==> config.mk <==
export PLATFORM = sky130hd
export DESIGN_NAME = daq_arbiter
export DESIGN_NICKNAME = d
export VERILOG_FILES = /design/src/rtl/daq_pkg.sv /design/src/rtl/daq_fifo.sv /design/src/rtl/daq_arbiter.sv
export SDC_FILE = /design/constraint.sdc
export NUM_CORES = 1
export LEC_CHECK = 0
export ABC_CLOCK_PERIOD_IN_PS = 5400
export CAP_MARGIN = 10
export CORE_UTILIZATION = 58
export CTS_BUF_LIST = sky130_fd_sc_hd__clkbuf_8 sky130_fd_sc_hd__clkbuf_16
export DETAILED_ROUTE_END_ITERATION = 10
export PLACE_DENSITY = 0.87
export REMOVE_ABC_BUFFERS = 1
export SYNTH_ARGS = -nofsm -noshare
export SYNTH_HDL_FRONTEND = slang
export SYNTH_SLANG_ARGS = --single-unit
==> constraint.sdc <==
create_clock -name clk -period 5.4 [get_ports clk]
set_clock_uncertainty 0.1 [all_clocks]
set_input_delay 1.35 -clock clk [delete_from_list [all_inputs] [get_ports clk]]
set_output_delay 1.35 -clock clk [all_outputs]
set_load 0.05 [all_outputs]
==> src/rtl/daq_pkg.sv <==
// rtl/daq_pkg.sv - shared word width, abort terminator and arbiter state type
package daq_pkg;
   localparam int DAQ_WORD_W = 32;
   localparam logic [DAQ_WORD_W-1:0] ABORT_WORD = 32'hDEAD0000;
   typedef enum logic {IDLE, BUSY} arb_state_t;
endpackage

==> src/rtl/daq_fifo.sv <==
// rtl/daq_fifo.sv - show-ahead FIFO with fill count; head reads as zero while empty
module daq_fifo #(
   parameter int WIDTH = 33,
   parameter int DEPTH = 16
) (
   input  logic                     clk,
   input  logic                     rst,
   input  logic                     push,
   input  logic [WIDTH-1:0]         wdata,
   input  logic                     pop,
   output logic [WIDTH-1:0]         rdata,
   output logic                     valid,
   output logic [$clog2(DEPTH):0]   fill
);
   localparam int AW = $clog2(DEPTH);
   localparam logic [AW:0] FULL_CNT = (AW+1)'(DEPTH);

   logic [WIDTH-1:0] mem [DEPTH];
   logic [AW-1:0]    wr_ptr;
   logic [AW-1:0]    rd_ptr;
   logic             full;
   logic             do_pop;

   assign full   = (fill == FULL_CNT);
   assign valid  = (fill != '0);
   assign do_pop = pop && valid;
   assign rdata  = valid ? mem[rd_ptr] : '0;

   always_ff @(posedge clk) begin
      if (push) mem[wr_ptr] <= wdata;
   end

   always_ff @(posedge clk or posedge rst) begin
      if (rst) begin
         wr_ptr <= '0;
         rd_ptr <= '0;
         fill   <= '0;
      end else begin
         if (push)   wr_ptr <= wr_ptr + 1'b1;
         if (do_pop) rd_ptr <= rd_ptr + 1'b1;
         case ({push, do_pop})
            2'b10:   fill <= fill + 1'b1;
            2'b01:   fill <= fill - 1'b1;
            default: fill <= fill;
         endcase
      end
   end

   // The arbiter only grants with room for a worst-case packet, so this must never fire.
   always_ff @(posedge clk) begin
      if (!rst) assert (!(push && full));
   end
endmodule

==> src/rtl/daq_arbiter.sv <==
// rtl/daq_arbiter.sv - round-robin DAQ stream arbiter with framing checks and packet FIFO
module daq_arbiter
   import daq_pkg::*;
#(
   parameter int NREQ    = 4,
   parameter int DEPTH   = 16,
   parameter int MAX_PKT = 4,
   parameter int TIMEOUT = 64,
   parameter logic [DAQ_WORD_W-1:0] ABORT_WORD = daq_pkg::ABORT_WORD
) (
   input  logic                         clk,
   input  logic                         rst,
   input  logic [NREQ-1:0]              daq_req,
   output logic [NREQ-1:0]              daq_grant,
   input  logic [NREQ*DAQ_WORD_W-1:0]   daq_data,
   input  logic [NREQ-1:0]              daq_valid,
   input  logic [NREQ-1:0]              daq_end,
   output logic [DAQ_WORD_W-1:0]        out_data,
   output logic                         out_end,
   output logic                         out_valid,
   input  logic                         out_ready,
   output logic                         err_timeout,
   output logic                         err_overlen,
   output logic                         err_stray
);
   localparam int OW  = $clog2(NREQ);
   localparam int WCW = $clog2(MAX_PKT + 1);
   localparam int TCW = $clog2(TIMEOUT + 1);
   localparam int FW  = $clog2(DEPTH) + 1;
   localparam logic [WCW-1:0] WC_MAX     = WCW'(MAX_PKT);
   localparam logic [TCW-1:0] TC_MAX     = TCW'(TIMEOUT);
   localparam logic [FW-1:0]  FILL_LIMIT = FW'(DEPTH - MAX_PKT - 1);
   localparam logic [OW+1:0]  NREQ_W     = (OW+2)'(NREQ);

   arb_state_t          state, state_nxt;
   logic [OW-1:0]       owner, last_owner, pick;
   logic [WCW-1:0]      wcnt;
   logic [TCW-1:0]      tcnt;
   logic [FW-1:0]       fill;
   logic                fifo_valid, push, done, start_grant, cnt_word;
   logic                ev_timeout, ev_overlen, ev_stray;
   logic [DAQ_WORD_W:0] push_word, head_word;
   logic [NREQ-1:0]     owner_mask;
   logic                own_valid, own_end;
   logic [DAQ_WORD_W-1:0] own_data;

   logic [OW:0]         rr_start;
   logic [2*NREQ-1:0]   rr_dbl;
   logic [NREQ-1:0]     rr_rot;
   logic [OW-1:0]       rr_off;
   logic [OW+1:0]       rr_sum;

   // Rotate so the slot after last_owner sits at bit 0, take the lowest request, rotate back.
   always_comb begin
      rr_start = {1'b0, last_owner} + 1'b1;
      rr_dbl   = {daq_req, daq_req} >> rr_start;
      rr_rot   = rr_dbl[NREQ-1:0];
      rr_off   = '0;
      for (int i = NREQ - 1; i >= 0; i--) begin
         if (rr_rot[i]) rr_off = OW'(i);
      end
      rr_sum = {1'b0, rr_start} + {2'b0, rr_off};
      if (rr_sum >= NREQ_W) rr_sum = rr_sum - NREQ_W;
      pick = rr_sum[OW-1:0];
   end

   assign owner_mask  = (state == BUSY) ? (NREQ'(1) << owner) : '0;
   assign own_valid   = daq_valid[owner];
   assign own_end     = daq_end[owner];
   assign own_data    = daq_data[owner*DAQ_WORD_W +: DAQ_WORD_W];
   assign start_grant = (|daq_req) && (fill <= FILL_LIMIT);

   always_ff @(posedge clk or posedge rst) begin
      if (rst) state <= IDLE;
      else     state <= state_nxt;
   end

   always_comb begin
      state_nxt = state;
      case (state)
         IDLE:    if (start_grant) state_nxt = BUSY;
         BUSY:    if (done)        state_nxt = IDLE;
         default: state_nxt = IDLE;
      endcase
   end

   // An end word on the deadline cycle still closes the packet normally; otherwise the deadline wins.
   always_comb begin
      push       = 1'b0;
      push_word  = {1'b1, ABORT_WORD};
      cnt_word   = 1'b0;
      done       = 1'b0;
      ev_timeout = 1'b0;
      ev_overlen = 1'b0;
      ev_stray   = |(daq_valid & ~owner_mask);
      if (state == BUSY) begin
         if (own_valid && own_end) begin
            push = 1'b1;
            done = 1'b1;
            if (wcnt < WC_MAX) begin
               push_word = {1'b1, own_data};
               cnt_word  = 1'b1;
            end else begin
               ev_overlen = 1'b1;
            end
         end else if (tcnt == TC_MAX) begin
            push       = 1'b1;
            done       = 1'b1;
            ev_timeout = 1'b1;
         end else if (own_valid) begin
            if (wcnt < WC_MAX) begin
               push      = 1'b1;
               push_word = {1'b0, own_data};
               cnt_word  = 1'b1;
            end else begin
               ev_overlen = 1'b1;
            end
         end
      end
   end

   always_ff @(posedge clk or posedge rst) begin
      if (rst) begin
         owner       <= '0;
         last_owner  <= OW'(NREQ - 1);
         wcnt        <= '0;
         tcnt        <= '0;
         daq_grant   <= '0;
         err_timeout <= 1'b0;
         err_overlen <= 1'b0;
         err_stray   <= 1'b0;
      end else begin
         daq_grant   <= '0;
         err_timeout <= ev_timeout;
         err_overlen <= ev_overlen;
         err_stray   <= ev_stray;
         if (state == IDLE && start_grant) begin
            owner     <= pick;
            daq_grant <= NREQ'(1) << pick;
            wcnt      <= '0;
            tcnt      <= '0;
         end else if (state == BUSY) begin
            tcnt <= tcnt + 1'b1;
            if (cnt_word) wcnt <= wcnt + 1'b1;
            if (done)     last_owner <= owner;
         end
      end
   end

   daq_fifo #(.WIDTH(DAQ_WORD_W + 1), .DEPTH(DEPTH)) u_fifo (
      .clk   (clk),
      .rst   (rst),
      .push  (push),
      .wdata (push_word),
      .pop   (out_ready),
      .rdata (head_word),
      .valid (fifo_valid),
      .fill  (fill)
   );

   assign out_valid = fifo_valid;
   assign out_data  = head_word[DAQ_WORD_W-1:0];
   assign out_end   = head_word[DAQ_WORD_W];
endmodule

==> results of run 1 <==
[path summary, 6_finish.rpt]
path,end,slack (ns),depth (start not counted)
setup / recovery,out_data[13],0.46,6
hold / removal,tcnt[6]$_DFFE_PP0P_,0.41,1
setup reg to reg,u_fifo.mem[7][30]$_DFFE_PP_,1.74,4
hold reg to reg,tcnt[6]$_DFFE_PP0P_,0.41,1
max in group asynchronous,u_fifo.rd_ptr[1]$_DFFE_PP0P_,3.75,3
min in group asynchronous,daq_grant[0]$_DFF_PP0_,1.08,3
[cell type report]
cell class                      instances  area share
Multi-Input combinational cell        455       0.218
Inverter                               11     0.00150
Antenna cell                            1   0.0000912
Tap cell                              518      0.0236
Clock inverter                         41      0.0119
Clock buffer                           55      0.0501
Timing Repair Buffer                  222      0.0842
Sequential cell                       563       0.610
[sequential cells by signal, indices dropped and copies added, names as in the netlist]
signal,cells
u_fifo.mem,528
tcnt,7
u_fifo.fill,5
daq_grant,4
u_fifo.rd_ptr,4
u_fifo.wr_ptr,4
wcnt,3
last_owner,2
owner,2
err_overlen,1
err_stray,1
err_timeout,1
state,1
[layer usage]
metal | global-route usage | vias up | wire length, microns
li1 | - | 4987 | -
met1 | 0.370 | 6418 | 20100
met2 | 0.492 | 802 | 29400
met3 | 0.0466 | 131 | 4950
met4 | 0.103 | 6 | 1900
met5 | 0 | - | 43
[cell families after synthesis]
family	synth area share
AOI/OAI and AO/OA	0.0213
and+or+nand+nor	0.0274
DFF	0.728
buffers and inverters	0.0156
adders and majority gates	0.00654
muxes	0.195
xor gates and xnor gates	0.00534
[cell usage in the layout (no fill, tap or decap), types with 21 or more instances in the layout]
cell type	Yosys	final
o22ai_1	34	34
clkdlybuf4s50_1	0	183
nor2b_1	25	25
buf_4	6	24
mux2i_1	66	66
dfrtp_1	33	28
clkbuf_16	0	55
nand2_1	21	21
mux4_2	166	166
edfxtp_1	528	528
[where the power goes]
group          switching, W  internal [W]
Clock               0.00162       0.00204
Sequential         0.000548       0.00582
Combinational       0.00365       0.00252
Total               0.00581        0.0104
[worst max-delay path: cells and delay by family (launching register included)]
family	cells	cell delay (ns)
AO/OA/AOI/OAI	1	0.14
buffers and inverters	2	1.13
AND/OR/NAND/NOR	3	1.18
flip-flops	1	0.44
[stage by stage]
stage                     utilization  setup slack [ns]  total power (W)  std cells  area [sq um]
after floorplan                     -             -2.74           0.0107       1029         22700
after global placement          0.663              1.13           0.0123       1769         25700
after detailed placement        0.663              1.05           0.0125       1769         25700
after CTS                       0.707             0.432           0.0163       1865         27400
after global routing            0.707             0.355           0.0168       1865         27400
final                           0.707             0.459           0.0162       1866         27500
==> run metrics, run 1 <==
status=completed; Hold WC Path Type=register to register; die area=40400 sq um; Ports=184; first-pass GRT wire length=83200 microns; initial antenna violation count=3; setup TNS=0 ns; number of routed nets with antenna violations=0; Multi-input gate area=5990 sq um; max_cap viols=0; routed length per placed instance=30.3 microns; remaining global-route overflow=0; leading area contributor after synthesis=edfxtp_1; crit-path cells=nor3_1 > nand2_1 > nand2_1 > buf_4 > o22ai_1 > clkdlybuf4s50_1; Core Rows=72; Cells after Synth=1096; CTS tree=built; gpl congestion=0.747; Warnings, synthesis=0; Setup Viol. Count Final=0; CP max-delay cell=clkdlybuf4s50_1; period utilization=0.915; leakage=8.97 nW; die boundary height=201 microns; Post-synth EDFFs=528; root buffer cell=clkbuf_16; FF+latch count, synth=563; CP max stage delay=0.77 ns; Max Clk Rate=0.202 GHz; largest net degree at the start of global routing=48; DRT Wirelength=56500 microns; fillers=2188; P&R area growth vs syn=19.5%; CTS Sinks=563; Worst EP arrival=3.49 ns; worst r2r src=owner[0]$_DFFE_PP0P_; worst setup path startpoint=u_fifo.fill[2]$_DFFE_PP0P_; Synth Cell Area=23000 sq um; register area share after synthesis=0.728; hold wc startpoint=tcnt[6]$_DFFE_PP0P_; vias in the first global route=12900; Crit path required time=3.95 ns; top cell type's share of synthesized area=0.690; clk buf depth=3; Max Slew Vio Count=0; Worst slew margin=0.276; initial drt markers=1463; crit-path max FO=12; Cell Pwr Density=590 nW/um^2; Seq. cell area=16700 sq um; Min Hold Slack=0.406 ns; share of cells above drive strength 1=0.244; Post-CTS Repair Setup Buffers=0; kind of critical path=register to primary output; synth cell count leaders=edfxtp_1, mux4_2, mux2i_1; I/O Buffers=183; syn_area_per_cell=21.0 sq um; HPWL Detailed=29000 microns; Async SR Flop Fraction=0.0622; final hold violation count=0; Via-to-Cell Ratio=6.62; cell with the most instances after synthesis=edfxtp_1; main flop type after synthesis=edfxtp_1; dominant cells by area after synthesis=edfxtp_1, mux4_2, dfrtp_1; Core ar.=38800 sq um; Hold Buf Count CTS=0; Skew-Pair Late Insertion Delay=0.57 ns; DRT Pass-1 Iters=5; H-tree Lvls=2; Worst setup EP type=primary output; Final nets=1461; vias=12300; Max VDD drop=0.355 mV; clock slew seen by the registers of the worst setup and hold paths=0.06 ns; Initial Util=0.592; Resized cells post-CTS=0; die width=201 microns; Tmin final=4.94 ns; Total Routing Usage GR=0.285; worst slew pin tran=1.08 ns; CTS Buf Count=53; most frequent CP cell=nand2_1; RSZ-0062 raised after global routing=false; DRC Markers=0; Distinct cells, synth=52; Worst Setup Start Kind=register
Power figures use the tool's default switching activity.
==> inputs of run 2 (changes only) <==
--- a/config.mk
+++ b/config.mk
@@ -7,10 +7,11 @@
 export LEC_CHECK = 0
 export ABC_CLOCK_PERIOD_IN_PS = 5400
 export CAP_MARGIN = 10
+export CORE_ASPECT_RATIO = 1.4
 export CORE_UTILIZATION = 58
 export CTS_BUF_LIST = sky130_fd_sc_hd__clkbuf_8 sky130_fd_sc_hd__clkbuf_16
 export DETAILED_ROUTE_END_ITERATION = 10
-export PLACE_DENSITY = 0.87
+export PLACE_DENSITY = 0.91
 export REMOVE_ABC_BUFFERS = 1
 export SYNTH_ARGS = -nofsm -noshare
 export SYNTH_HDL_FRONTEND = slang
==> run 2 against run 1 <==
  * Hold slack gained 0.0045 ns
  * Wire length shrank 4.2%
  * Critical path depth shrank 1
  * Sequential share of layout area rose by 0.42 points
  * Non-clock buffer count decreased by 4
  * Total power fell by 1.3%
  * Global-route usage fell by 0.92 points
  * First-iteration DRC count rose by 1.8%
  * Final area fell by 0.68%
  * Sequential cell count did not move
  * Critical path type unchanged
  * Critical endpoint is now out_end
  * Highest routed layer is now met4
==> run metrics, run 2 (same netlist as run 1, synthesis figures left out) <==
Reg2Reg Depth=4 (unchanged); max FFs per register=528 (unchanged); root buffer cell=clkbuf_16 (unchanged); die area=40400 sq um (about the same); Worst EP arrival=3.47 ns (was 3.49 ns); Layout Cells excl Fill=1858 (was 1866); Max VDD drop=0.596 mV (was 0.355 mV); DRC Markers=0 (unchanged); number of routed nets with antenna violations=0 (unchanged); largest net degree at the start of global routing=60 (was 48); Core Rows=85 (was 72); Final WS setup=0.484 ns (was 0.459 ns); crit-path max FO=59 (was 12); Worst Setup Start Kind=register (unchanged); clock slew seen by the registers of the worst setup and hold paths=0.07 ns (was 0.06 ns); share of cells above drive strength 1=0.239 (was 0.244); H-tree Lvls=2 (unchanged); commonest non-fill, non-tap cell in the layout=edfxtp_1 (unchanged); clk buf depth=3 (unchanged); leakage=8.88 nW (was 8.97 nW); Via-to-Cell Ratio=6.57 (was 6.62); kind of critical path=register to primary output (unchanged); # diodes=0 (was 1); Max Clk Rate=0.203 GHz (was 0.202 GHz); fillers=2222 (was 2188); Setup Viol. Count Final=0 (unchanged); Cell Pwr Density=586 nW/um^2 (was 590 nW/um^2); CTS Buf Count=49 (was 53); die boundary height=237 microns (was 201 microns); pre-CTS worst setup slack=0.965 ns (was 1.05 ns); initial drt markers=1489 (was 1463); cell area after layout=27300 sq um (was 27500 sq um); Tmin final=4.92 ns (was 4.94 ns); Hold Crit Depth=1 (unchanged); Total Routing Usage GR=0.276 (was 0.285); P&R area growth vs syn=18.7% (was 19.5%); most frequent cells in the layout=edfxtp_1, clkdlybuf4s50_1, mux4_2 (unchanged); Max Slew Vio Count=0 (unchanged); Resized cells post-CTS=0 (unchanged); period utilization=0.910 (was 0.915); Worst setup EP type=primary output (unchanged); RSZ-0062 raised after global routing=false (unchanged); DP Area=25700 sq um (about the same); Hold Buf Count CTS=0 (unchanged); Worst slew margin=0.231 (was 0.276); final hold violation count=0 (unchanged); DRT Pass-1 Iters=5 (unchanged); remaining global-route overflow=0 (unchanged); gpl congestion=0.817 (was 0.747); CTS Sinks=563 (unchanged); placed cells=1769 (unchanged); die width=170 microns (was 201 microns); Skew-Pair Late Insertion Delay=0.57 ns (about the same); DRT Wirelength=54100 microns (was 56500 microns); CTS tree=built (unchanged); Core ar.=38700 sq um (was 38800 sq um); Crit path required time=3.95 ns (about the same); Largest regs=u_fifo.mem x528, tcnt x7, u_fifo.fill x5 (unchanged); vias in the first global route=12900 (about the same); Post-CTS Repair Setup Buffers=0 (unchanged); vias=12200 (was 12300); routed length per placed instance=29.1 microns (was 30.3 microns); first-pass GRT wire length=80000 microns (was 83200 microns); Top reg by flops=u_fifo.mem (unchanged); Ports=184 (unchanged); status=completed (unchanged); HPWL Detailed=31200 microns (was 29000 microns); I/O Buffers=183 (unchanged); initial antenna violation count=0 (was 3); Final nets=1453 (was 1461); max_cap viols=0 (unchanged); Initial Util=0.593 (was 0.592); Hold WC Path Type=register to register (unchanged); worst slew pin tran=1.15 ns (was 1.08 ns)
run 2: cell types whose count changed in the layout (fill, tap and decap cells not counted), moves of 2 or more:
| cell | previous run | this run |
|---|---|---|
| buf_12 | 15 | 10 |
| clkbuf_16 | 55 | 49 |
| clkbuf_8 | 0 | 2 |
| clkinv_1 | 7 | 10 |
| clkinv_8 | 0 | 2 |
| clkinvlp_4 | 10 | 6 |
| inv_1 | 18 | 14 |
run 2: critical path, cell delays in order (launching register included):
cell,delay (ns)
dfrtp_4,0.83
buf_12,0.40
mux4_2,0.29
mux2i_1,0.09
o22ai_1,0.32
clkdlybuf4s50_1,0.90
run 2: layout make-up:
type | count | area [sq um] | area share
sequential | 563 | 16700 | 0.614
clock inverter | 38 | 352 | 0.0129
clock buffer | 51 | 1250 | 0.0460
inverter | 11 | 41.3 | 0.00151
tap | 522 | 653 | 0.0240
timing repair buffer | 218 | 2220 | 0.0814
multi-input combinational | 455 | 6000 | 0.220
run 2: path summary, 6_finish.rpt:
path                                                end                         start  slack [ns]
max in group asynchronous          owner[0]$_DFFE_PP0P_                           rst        3.73
max                                             out_end  u_fifo.rd_ptr[1]$_DFFE_PP0P_        0.48
min reg2reg                         wcnt[0]$_DFFE_PP0P_           wcnt[0]$_DFFE_PP0P_        0.41
min in group asynchronous    u_fifo.fill[3]$_DFFE_PP0P_                           rst        1.10
min                                 wcnt[0]$_DFFE_PP0P_           wcnt[0]$_DFFE_PP0P_        0.41
max reg2reg                u_fifo.mem[15][25]$_DFFE_PP_          owner[0]$_DFFE_PP0P_        1.62
run 2: power breakdown:
| part | internal, W | total [W] | switching, W | leakage, nW |
|---|---|---|---|---|
| Clock | 0.00194 | 0.00351 | 0.00157 | 0.780 |
| Combinational | 0.00249 | 0.00607 | 0.00359 | 2.91 |
| Sequential | 0.00582 | 0.00640 | 0.000580 | 5.19 |
| Total | 0.0102 | 0.0160 | 0.00574 | 8.88 |
run 2: stage by stage:
step | total power, W | hold WS (ns) | utilization | setup TNS (ns)
5_1_grt | 0.0165 | 0.421 | 0.704 | 0
6_report | 0.0160 | 0.410 | 0.704 | 0
3_3_place_gp | 0.0122 | 0.370 | 0.663 | 0
4_1_cts | 0.0160 | 0.407 | 0.704 | 0
3_5_place_dp | 0.0125 | 0.388 | 0.663 | 0
2_1_floorplan | 0.0107 | 0.354 | - | -101.11
run 2: per-layer routing:
| layer | track usage | up-vias | share of wire |
|---|---|---|---|
| met5 | 0 | - | 0 |
| li1 | - | 4965 | - |
| met3 | 0.0421 | 116 | 0.080 |
| met1 | 0.353 | 6375 | 0.36 |
| met2 | 0.481 | 751 | 0.53 |
| met4 | 0.0986 | 0 | 0.031 |
==> inputs of run 3 (changes only) <==
--- a/config.mk
+++ b/config.mk
@@ -11,8 +11,9 @@
 export CORE_UTILIZATION = 58
 export CTS_BUF_LIST = sky130_fd_sc_hd__clkbuf_8 sky130_fd_sc_hd__clkbuf_16
 export DETAILED_ROUTE_END_ITERATION = 10
-export PLACE_DENSITY = 0.91
+export PLACE_DENSITY = 0.89
 export REMOVE_ABC_BUFFERS = 1
 export SYNTH_ARGS = -nofsm -noshare
 export SYNTH_HDL_FRONTEND = slang
+export SYNTH_HIERARCHICAL = 1
 export SYNTH_SLANG_ARGS = --single-unit
==> run 3 against run 2 <==
  * Clock power hardly changed
  * Wire length increased by 5.7%
  * Synthesized cell count rose by 15%
  * Final area up 0.44%
  * Register-to-register slack worse by 0.05 ns
  * First-iteration DRC count shrank 6.4%
  * Utilization shrank 0.90 points
  * Sequential share of layout area fell by 0.29 points
  * Critical path depth did not move
  * Total power is 1.1% higher
  * Critical endpoint is now out_data[20]
==> run metrics, run 3 <==
leakage=9.29 nW (was 8.88 nW); Skew-Pair Late Insertion Delay=0.57 ns (about the same); Hold Buf Count CTS=0 (unchanged); CTS tree=built (unchanged); worst r2r src=owner[0]$_DFFE_PP0P_ (unchanged); Setup Viol. Count Final=0 (unchanged); Max VDD drop=0.449 mV (was 0.596 mV); Tot Pwr=0.0162 W (was 0.0160 W); clk buf depth=3 (unchanged); routed length per placed instance=28.3 microns (was 29.1 microns); initial drt markers=1394 (was 1489); Synth Cell Area=23200 sq um (was 23000 sq um); worst reg-to-reg setup slack=1.57 ns (was 1.62 ns); number of routed nets with antenna violations=0 (unchanged); commonest non-fill, non-tap cell in the layout=edfxtp_1 (unchanged); vias in the first global route=13900 (was 12900); Hold Crit Depth=1 (unchanged); Resized cells post-CTS=0 (unchanged); worst slew pin tran=1.05 ns (was 1.15 ns); Tmin final=5.09 ns (was 4.92 ns); syn_area_per_cell=18.5 sq um (was 21.0 sq um); Worst Setup Start Kind=register (unchanged); root buffer cell=clkbuf_16 (unchanged); DRC Markers=0 (unchanged); gpl congestion=0.773 (was 0.817); Reg2Reg Depth=4 (unchanged); most frequent cells in the layout=edfxtp_1, clkdlybuf4s50_1, mux2i_1 (was edfxtp_1, clkdlybuf4s50_1, mux4_2); hold wc startpoint=wcnt[0]$_DFFE_PP0P_ (unchanged); share of cells above drive strength 1=0.165 (was 0.239); remaining global-route overflow=0 (unchanged); die width=171 microns (was 170 microns); max_cap viols=0 (unchanged); Max Slew Vio Count=0 (unchanged); Layout Cells excl Fill=2017 (was 1858); Async SR Flop Fraction=0.0622 (unchanged); Crit path required time=3.95 ns (about the same); Post-CTS Repair Setup Buffers=0 (unchanged); Core ar.=39400 sq um (was 38700 sq um); Distinct cells, synth=54 (was 52); largest net degree at the start of global routing=94 (was 60); Max Clk Rate=0.197 GHz (was 0.203 GHz); # diodes=0 (unchanged); placed cells=1929 (was 1769); I/O Buffers=183 (unchanged); Via-to-Cell Ratio=6.56 (was 6.57); Final nets=1607 (was 1453); reg2reg end=u_fifo/mem[8][7]$_DFFE_PP_ (was u_fifo.mem[15][25]$_DFFE_PP_); metal2 WL=29300 microns (was 28700 microns); FF+latch count, synth=563 (unchanged); vias=13200 (was 12200); Initial Util=0.589 (was 0.593); Worst setup EP type=primary output (unchanged); DRT Wirelength=57200 microns (was 54100 microns); leading area contributor after synthesis=edfxtp_1 (unchanged); DRT Pass-1 Iters=6 (was 5); Cells after Synth=1255 (was 1096); final hold violation count=0 (unchanged); CTS Sinks=563 (unchanged); top cell type's share of synthesized area=0.683 (was 0.690); Warnings, synthesis=6 (was 0); Worst EP arrival=3.64 ns (was 3.47 ns); wire length on met3=5940 microns (was 4300 microns); Ports=184 (unchanged); initial antenna violation count=0 (unchanged); RSZ-0062 raised after global routing=false (unchanged); period utilization=0.942 (was 0.910); hold endpoint=wcnt[0]$_DFFE_PP0P_ (unchanged); max FFs per register=528 (unchanged); fillers=2338 (was 2222); Post-synth EDFFs=528 (unchanged); Worst slew margin=0.298 (was 0.231); Core Rows=86 (was 85); DR top layer=met4 (unchanged); cell with the most instances after synthesis=edfxtp_1 (unchanged); dominant cells by area after synthesis=edfxtp_1, mux4_2, mux2i_1 (was edfxtp_1, mux4_2, dfrtp_1); wl on met1=18900 microns (was 19300 microns); clock slew seen by the registers of the worst setup and hold paths=0.06 ns (was 0.07 ns); P&R area growth vs syn=18.0% (was 18.7%); register area share after synthesis=0.721 (was 0.728); HPWL Detailed=31400 microns (was 31200 microns); Total Routing Usage GR=0.289 (was 0.276); Top reg by flops=u_fifo/mem (was u_fifo.mem); main flop type after synthesis=edfxtp_1 (unchanged); status=completed (unchanged); Largest regs=u_fifo/mem x528, tcnt x7, u_fifo/fill x5 (was u_fifo.mem x528, tcnt x7, u_fifo.fill x5); Cell Pwr Density=590 nW/um^2 (was 586 nW/um^2); H-tree Lvls=2 (unchanged); Hold WC Path Type=register to register (unchanged); die boundary height=239 microns (was 237 microns); synth cell count leaders=edfxtp_1, mux2i_1, mux4_2 (was edfxtp_1, mux4_2, mux2i_1); die area=40800 sq um (was 40400 sq um); CTS Buf Count=47 (was 49); first-pass GRT wire length=83900 microns (was 80000 microns); crit-path max FO=31 (was 59); kind of critical path=register to primary output (unchanged)
-- run 3: changes by cell type after synthesis, moves of 6 or more --
cell,delta
buf_6,+6
and2_1,+16
buf_2,+11
nor2_1,-11
o21ai_1,+32
a22oi_1,+99
nand2_1,+31
buf_1,-6
mux2i_1,+69
mux4_2,-66
o22ai_1,-33
-- run 3: stage by stage --
step	TNS [ns]	area (sq um)	setup slack (ns)	util	hold WS, ns
floorplan	-68.30	22800	-2.10	-	0.354
global placement	0	25800	0.989	0.655	0.370
detailed placement	0	25800	0.819	0.655	0.388
CTS	0	27400	0.260	0.695	0.397
global route	0	27400	0.195	0.695	0.434
finish	0	27400	0.314	0.695	0.401
-- run 3: worst max-delay path, cell delays in order (launching register included) --
cell and delay (ns):
dfrtp_4 0.85, buf_4 0.43, mux4_2 0.57, a22oi_1 0.32
o21ai_1 0.14, clkdlybuf4s50_1 0.72
-- run 3: kinds of logic (layout without fill, tap and decap cells) --
group                      after synthesis  count (layout)  synth area share
muxes                                  240             240             0.158
adders and majority gates               14              14           0.00755
buffers and inverters                   91             325            0.0205
xor gates and xnor gates                15              15           0.00566
AOI/OAI and AO/OA                      177             177            0.0518
and+or+nand+nor                        155             155            0.0357
DFF                                    563             563             0.721
-- run 3: how the worst max path moves through the flow --
stage	cells past startpoint	end	from
floorplan	4	out_data[0]	u_fifo/rd_ptr[3]$_DFFE_PP0N_
global placement	5	u_fifo/mem[8][7]$_DFFE_PP_	daq_end[1]
detailed placement	5	u_fifo/mem[12][2]$_DFFE_PP_	daq_end[0]
CTS	5	out_data[20]	u_fifo/rd_ptr[0]$_DFFE_PP0N_
global route	5	out_data[20]	u_fifo/rd_ptr[0]$_DFFE_PP0N_
finish	5	out_data[20]	u_fifo/rd_ptr[0]$_DFFE_PP0N_
-- run 3: per-layer routing --
metal	global-route usage	up-vias
met5	0	-
met4	0.158	0
met3	0.0589	211
met2	0.490	994
met1	0.345	6553
li1	-	5469
-- run 3: area by class of cell --
| cell class | count | area, sq um | share of cell area |
|---|---|---|---|
| multi-input cells | 601 | 6040 | 0.221 |
| flip-flops and latches | 563 | 16700 | 0.611 |
| clock inverters | 40 | 372 | 0.0136 |
| repair buffers | 221 | 2300 | 0.0842 |
| clock buffers | 48 | 1200 | 0.0439 |
| inverters | 16 | 60.1 | 0.00219 |
| well taps | 528 | 661 | 0.0241 |
-- run 3: power by group --
group	total, W	switching, W	internal, W
Combinational	0.00647	0.00409	0.00238
Sequential	0.00620	0.000397	0.00580
Clock	0.00349	0.00153	0.00196
==> RTL change 1 (settings of run 2) <==
Set the parameter `TIMEOUT` to 128 (it was 64).
--- a/src/rtl/daq_arbiter.sv
+++ b/src/rtl/daq_arbiter.sv
@@ -5,7 +5,7 @@
    parameter int NREQ    = 4,
    parameter int DEPTH   = 16,
    parameter int MAX_PKT = 4,
-   parameter int TIMEOUT = 64,
+   parameter int TIMEOUT = 128,
    parameter logic [DAQ_WORD_W-1:0] ABORT_WORD = daq_pkg::ABORT_WORD
 ) (
    input  logic                         clk,
Behaviour: same outputs for any inputs over 4 cycles, from zero or initial values and one cycle with rst high; that may be too few to reach the edited logic, so the function may still have changed.
==> RTL change 1 against run 2 <==
Total power up 0.66%. Final area about the same. Routed wire length up 5.9%. Worst setup slack worse by 240 ps. Hold slack worse by 5.1 ps. Critical path type unchanged. Cell count up 1.5%. Synthesized area up 0.67%. Count of clock-buffer cells in the layout down 2. Die area up 0.66%. Sequential cell count up 1.
==> RTL change 1: results (changes against run 2) <==
Non-clock buffers, area share: 7.99% (-0.15 points)
Clock buffer cells: 49 (-3.9%)
Post-synthesis adder-cell area fraction: 0.703% (+0.050 points)
Arrival time of the worst setup path: 3710 ps (+240 ps)
Global-route total usage across every layer: 29.0% (+1.4 points)
Detailed Routing Iterations Pass 1: 7 (+2)
Hpwl dp: 29,800 um (-4.5%)
Clock latency on the worst-skew pair: 590 ps (+20 ps)
Count of cell types in the netlist: 51 (-1.9%)
M1 GR Usage: 36.7% (+1.4 points)
# fillers: 2,332 (+5.0%)
Internal: 10,200 uW (-0.46%)
Fin area: 27,300 um^2 (about the same)
Wire length on met3: 4690 um (+9.1%)
Final Non-Filler Cells: 1,885 (+1.5%)
Maximum number of pins on one net before global-route repair: 47 (-22%)
Combinational share of power: 39.1% (+1.1 points)
Detail Route met2 WL: 30,200 um (+5.2%)
Clock network share of area: 5.65% (-0.24 points)
Number of nets in the finished design: 1,473 (+1.4%)
Vias in the first global route: 13,203 (+2.4%)
Worst slew margin relative to its limit: 14.4% (-8.7 points)
Total detailed-routing wirelength: 57,300 um (+5.9%)
Result of the run: finished, final reports clean
Post-Place Worst Slack: 876 ps (-89.6 ps)
Number of combinational gates with multiple inputs: 471 (+3.5%)
Area post-placement: 25,700 um^2 (+0.29%)
Combined area of the multi-input logic cells: 6060 um^2 (+1.1%)
Count of routing violations after the opening detailed-route iteration: 1,453 (-2.4%)
Largest cells by area after synthesis: sky130_fd_sc_hd__edfxtp_1, sky130_fd_sc_hd__mux4_2, sky130_fd_sc_hd__dfrtp_1
Global-route wire length before repair: 83,600 um (+4.4%)
Global routing usage on met3: 4.35% (+0.13 points)
Synthesized instance count: 1,117 (+1.9%)
Registers with the most flip-flops: u_fifo.mem x528, tcnt x8, u_fifo.fill x5
Layout cell share with drive strength beyond 1: 23.9% (about the same)
Compound-Gate Fraction of Synth Area: 2.40% (+0.27 points)
Worst vdd rail ir drop: 0.457 mV (-23%)
Leak Pwr: 0.00892 uW (+0.44%)
Number of vias per cell after detailed routing: 6.67 (+1.6%)
M2 GR Usage: 50.0% (+1.9 points)
Met1 wire length: 20,100 um (+3.9%)
Global placement routability congestion: 0.774 (-5.3%)
Multiplexer share of the synthesized area: 19.4% (-0.18 points)
Number of placed instances with taps included: 1,794 (+1.4%)
Crit-path max FO: 46 (-22%)
Non-clock inverter instance count of the final layout: 15 (+4)
Post-synthesis async set-or-reset flop share: 6.38% (+0.17 points)
-- RTL change 1: worst paths after layout --
check | to | slack [ps] | cells after the start | start
min in group asynchronous | u_fifo.rd_ptr[1]$_DFFE_PP0P_ | 1070 | 3 | rst
max | out_data[20] | 240 | 5 | u_fifo.rd_ptr[0]$_DFFE_PP0P_
min | wcnt[0]$_DFFE_PP0P_ | 410 | 1 | wcnt[0]$_DFFE_PP0P_
max in group asynchronous | owner[0]$_DFFE_PP0N_ | 3760 | 3 | rst
min reg2reg | wcnt[0]$_DFFE_PP0P_ | 410 | 1 | wcnt[0]$_DFFE_PP0P_
max reg2reg | u_fifo.mem[1][7]$_DFFE_PP_ | 1870 | 7 | owner[0]$_DFFE_PP0N_
-- RTL change 1: logic make-up (layout without fill, tap and decap cells) --
family                   Yosys count  in the layout
multiplexers                     240            240
buffers and inverters             82            322
XOR/XNOR                          16             16
flip-flops                       564            564
adder cells (fa/ha/maj)           13             13
AND/OR/NAND/NOR                  122            122
AO/OA/AOI/OAI                     80             80
==> RTL change 2 (config.mk and constraints of run 2) <==
Made on the original files. The output `err_stray` loses its register stage (`err_stray` becomes a continuous assignment).
--- a/src/rtl/daq_arbiter.sv
+++ b/src/rtl/daq_arbiter.sv
@@ -128,12 +128,10 @@
          daq_grant   <= '0;
          err_timeout <= 1'b0;
          err_overlen <= 1'b0;
-         err_stray   <= 1'b0;
       end else begin
          daq_grant   <= '0;
          err_timeout <= ev_timeout;
          err_overlen <= ev_overlen;
-         err_stray   <= ev_stray;
          if (state == IDLE && start_grant) begin
             owner     <= pick;
             daq_grant <= NREQ'(1) << pick;
@@ -146,6 +144,8 @@
          end
       end
    end
+
+   assign err_stray = ev_stray;
 
    daq_fifo #(.WIDTH(DAQ_WORD_W + 1), .DEPTH(DEPTH)) u_fifo (
       .clk   (clk),
Function: changed (Yosys sat finds a counterexample within 4 cycles, from zero or initial values and one cycle with rst high).
==> RTL change 2 against run 2 <==
Register-to-register slack worse by 20 ps. Sequential cell count down 1. Final area about the same. Sequential share of layout area down 0.14 points. Total power up 0.56%. Routed wire length up 6.6%. Worst setup slack better by 66 ps. Synthesized area down 0.11%. Fmax up 1.4%. Count of clock-buffer cells in the layout up 1. Synthesized cell count about the same. Cell count down 0.43%. Critical endpoint is now out_data[24]. Largest power group unchanged.
==> RTL change 2: results (changes against run 2) <==
Global-route total usage across every layer: 29.6% (+2.0 points)
Vias in the first global route: 13,194 (+2.4%)
Worst vdd rail ir drop: 0.597 mV (+0.26%)
Comb. pwr: 6260 uW (+3%)
Largest cells by area after synthesis: sky130_fd_sc_hd__edfxtp_1, sky130_fd_sc_hd__mux4_2, sky130_fd_sc_hd__dfrtp_1
Global-route wire length before repair: 84,500 um (+5.6%)
Maximum number of pins on one net before global-route repair: 71 (+18%)
Layout cell share with drive strength beyond 1: 23.2% (-0.67 points)
Met1 wire length: 19,100 um (-1.5%)
Quantity of gates resized following cts: 0 (unchanged)
Leak Pwr: 0.00889 uW (+0.18%)
Total detailed-routing wirelength: 57,600 um (+6.6%)
Post-synthesis async set-or-reset flop share: 6.05% (-0.17 points)
Wire length on met3: 4530 um (+5.4%)
Initial antenna violation count: 2 (+2)
Sequential area share after synthesis: 72.8% (about the same)
Tightest Pin Transition: 1090 ps (-65.9 ps)
CTS Buf Count: 48 (-2.0%)
Total number of vias: 12,450 (+2.0%)
Result of the run: finished, final reports clean
Seq. pwr: 6290 uW (-2%)
Internal: 10,300 uW (+0.40%)
Worst reg-to-reg setup slack: 1600 ps (-20 ps)
Hpwl dp: 30,800 um (-1.4%)
M1 GR Usage: 35.4% (+0.041 points)
Detail Route met2 WL: 31,100 um (+8.4%)
Max layer used: met5
Number of nets in the finished design: 1,448 (-0.34%)
Global placement routability congestion: 0.759 (-7.2%)
Crit-path max FO: 32 (-46%)
-- RTL change 2: worst paths after layout --
kind,end,cells after the start
max,out_data[24],5
min,wcnt[0]$_DFFE_PP0P_,1
max reg2reg,u_fifo.fill[4]$_DFFE_PP0P_,11
min reg2reg,wcnt[0]$_DFFE_PP0P_,1
max in group asynchronous,u_fifo.rd_ptr[3]$_DFFE_PP0P_,3
min in group asynchronous,u_fifo.fill[0]$_DFFE_PP0P_,3
-- RTL change 2: cell families after synthesis --
family,share of synthesized area [%]
AOI/OAI and AO/OA,2.13
xor gates and xnor gates,0.534
adders and majority gates,0.654
buffers and inverters,1.56
DFF,72.8
muxes,19.6
and+or+nand+nor,2.74
-- RTL change 2: final cells by class --
cell class / count / area (um^2)
Timing Repair Buffer: 215 / 2280
Clock inverter: 32 / 323
Fill cell: 2197 / 11400
Tap cell: 522 / 653
Antenna cell: 1 / 2.50
Multi-Input combinational cell: 455 / 5990
Inverter: 11 / 41.3
Clock buffer: 52 / 1270
Sequential cell: 562 / 16700
-- RTL change 2: metrics by stage --
stage | std cells | power, uW | util [%] | setup slack (ps) | hold WS (ps)
finish | 1850 | 16100 | 70.5 | 550 | 390
global route | 1850 | 16600 | 70.5 | 473 | 412
CTS | 1849 | 16100 | 70.5 | 550 | 395
detailed placement | 1765 | 12500 | 66.4 | 960 | 389
global placement | 1765 | 12200 | 66.4 | 1010 | 372
floorplan | 1028 | 10700 | - | -2740 | 354
-- RTL change 2: worst max-delay path, delay by kind of cell, from the launching register on --
kind | cells | cell delay (ps)
multiplexers | 2 | 430
flip-flops | 1 | 710
AO/OA/AOI/OAI | 1 | 280
buffers and inverters | 2 | 1390
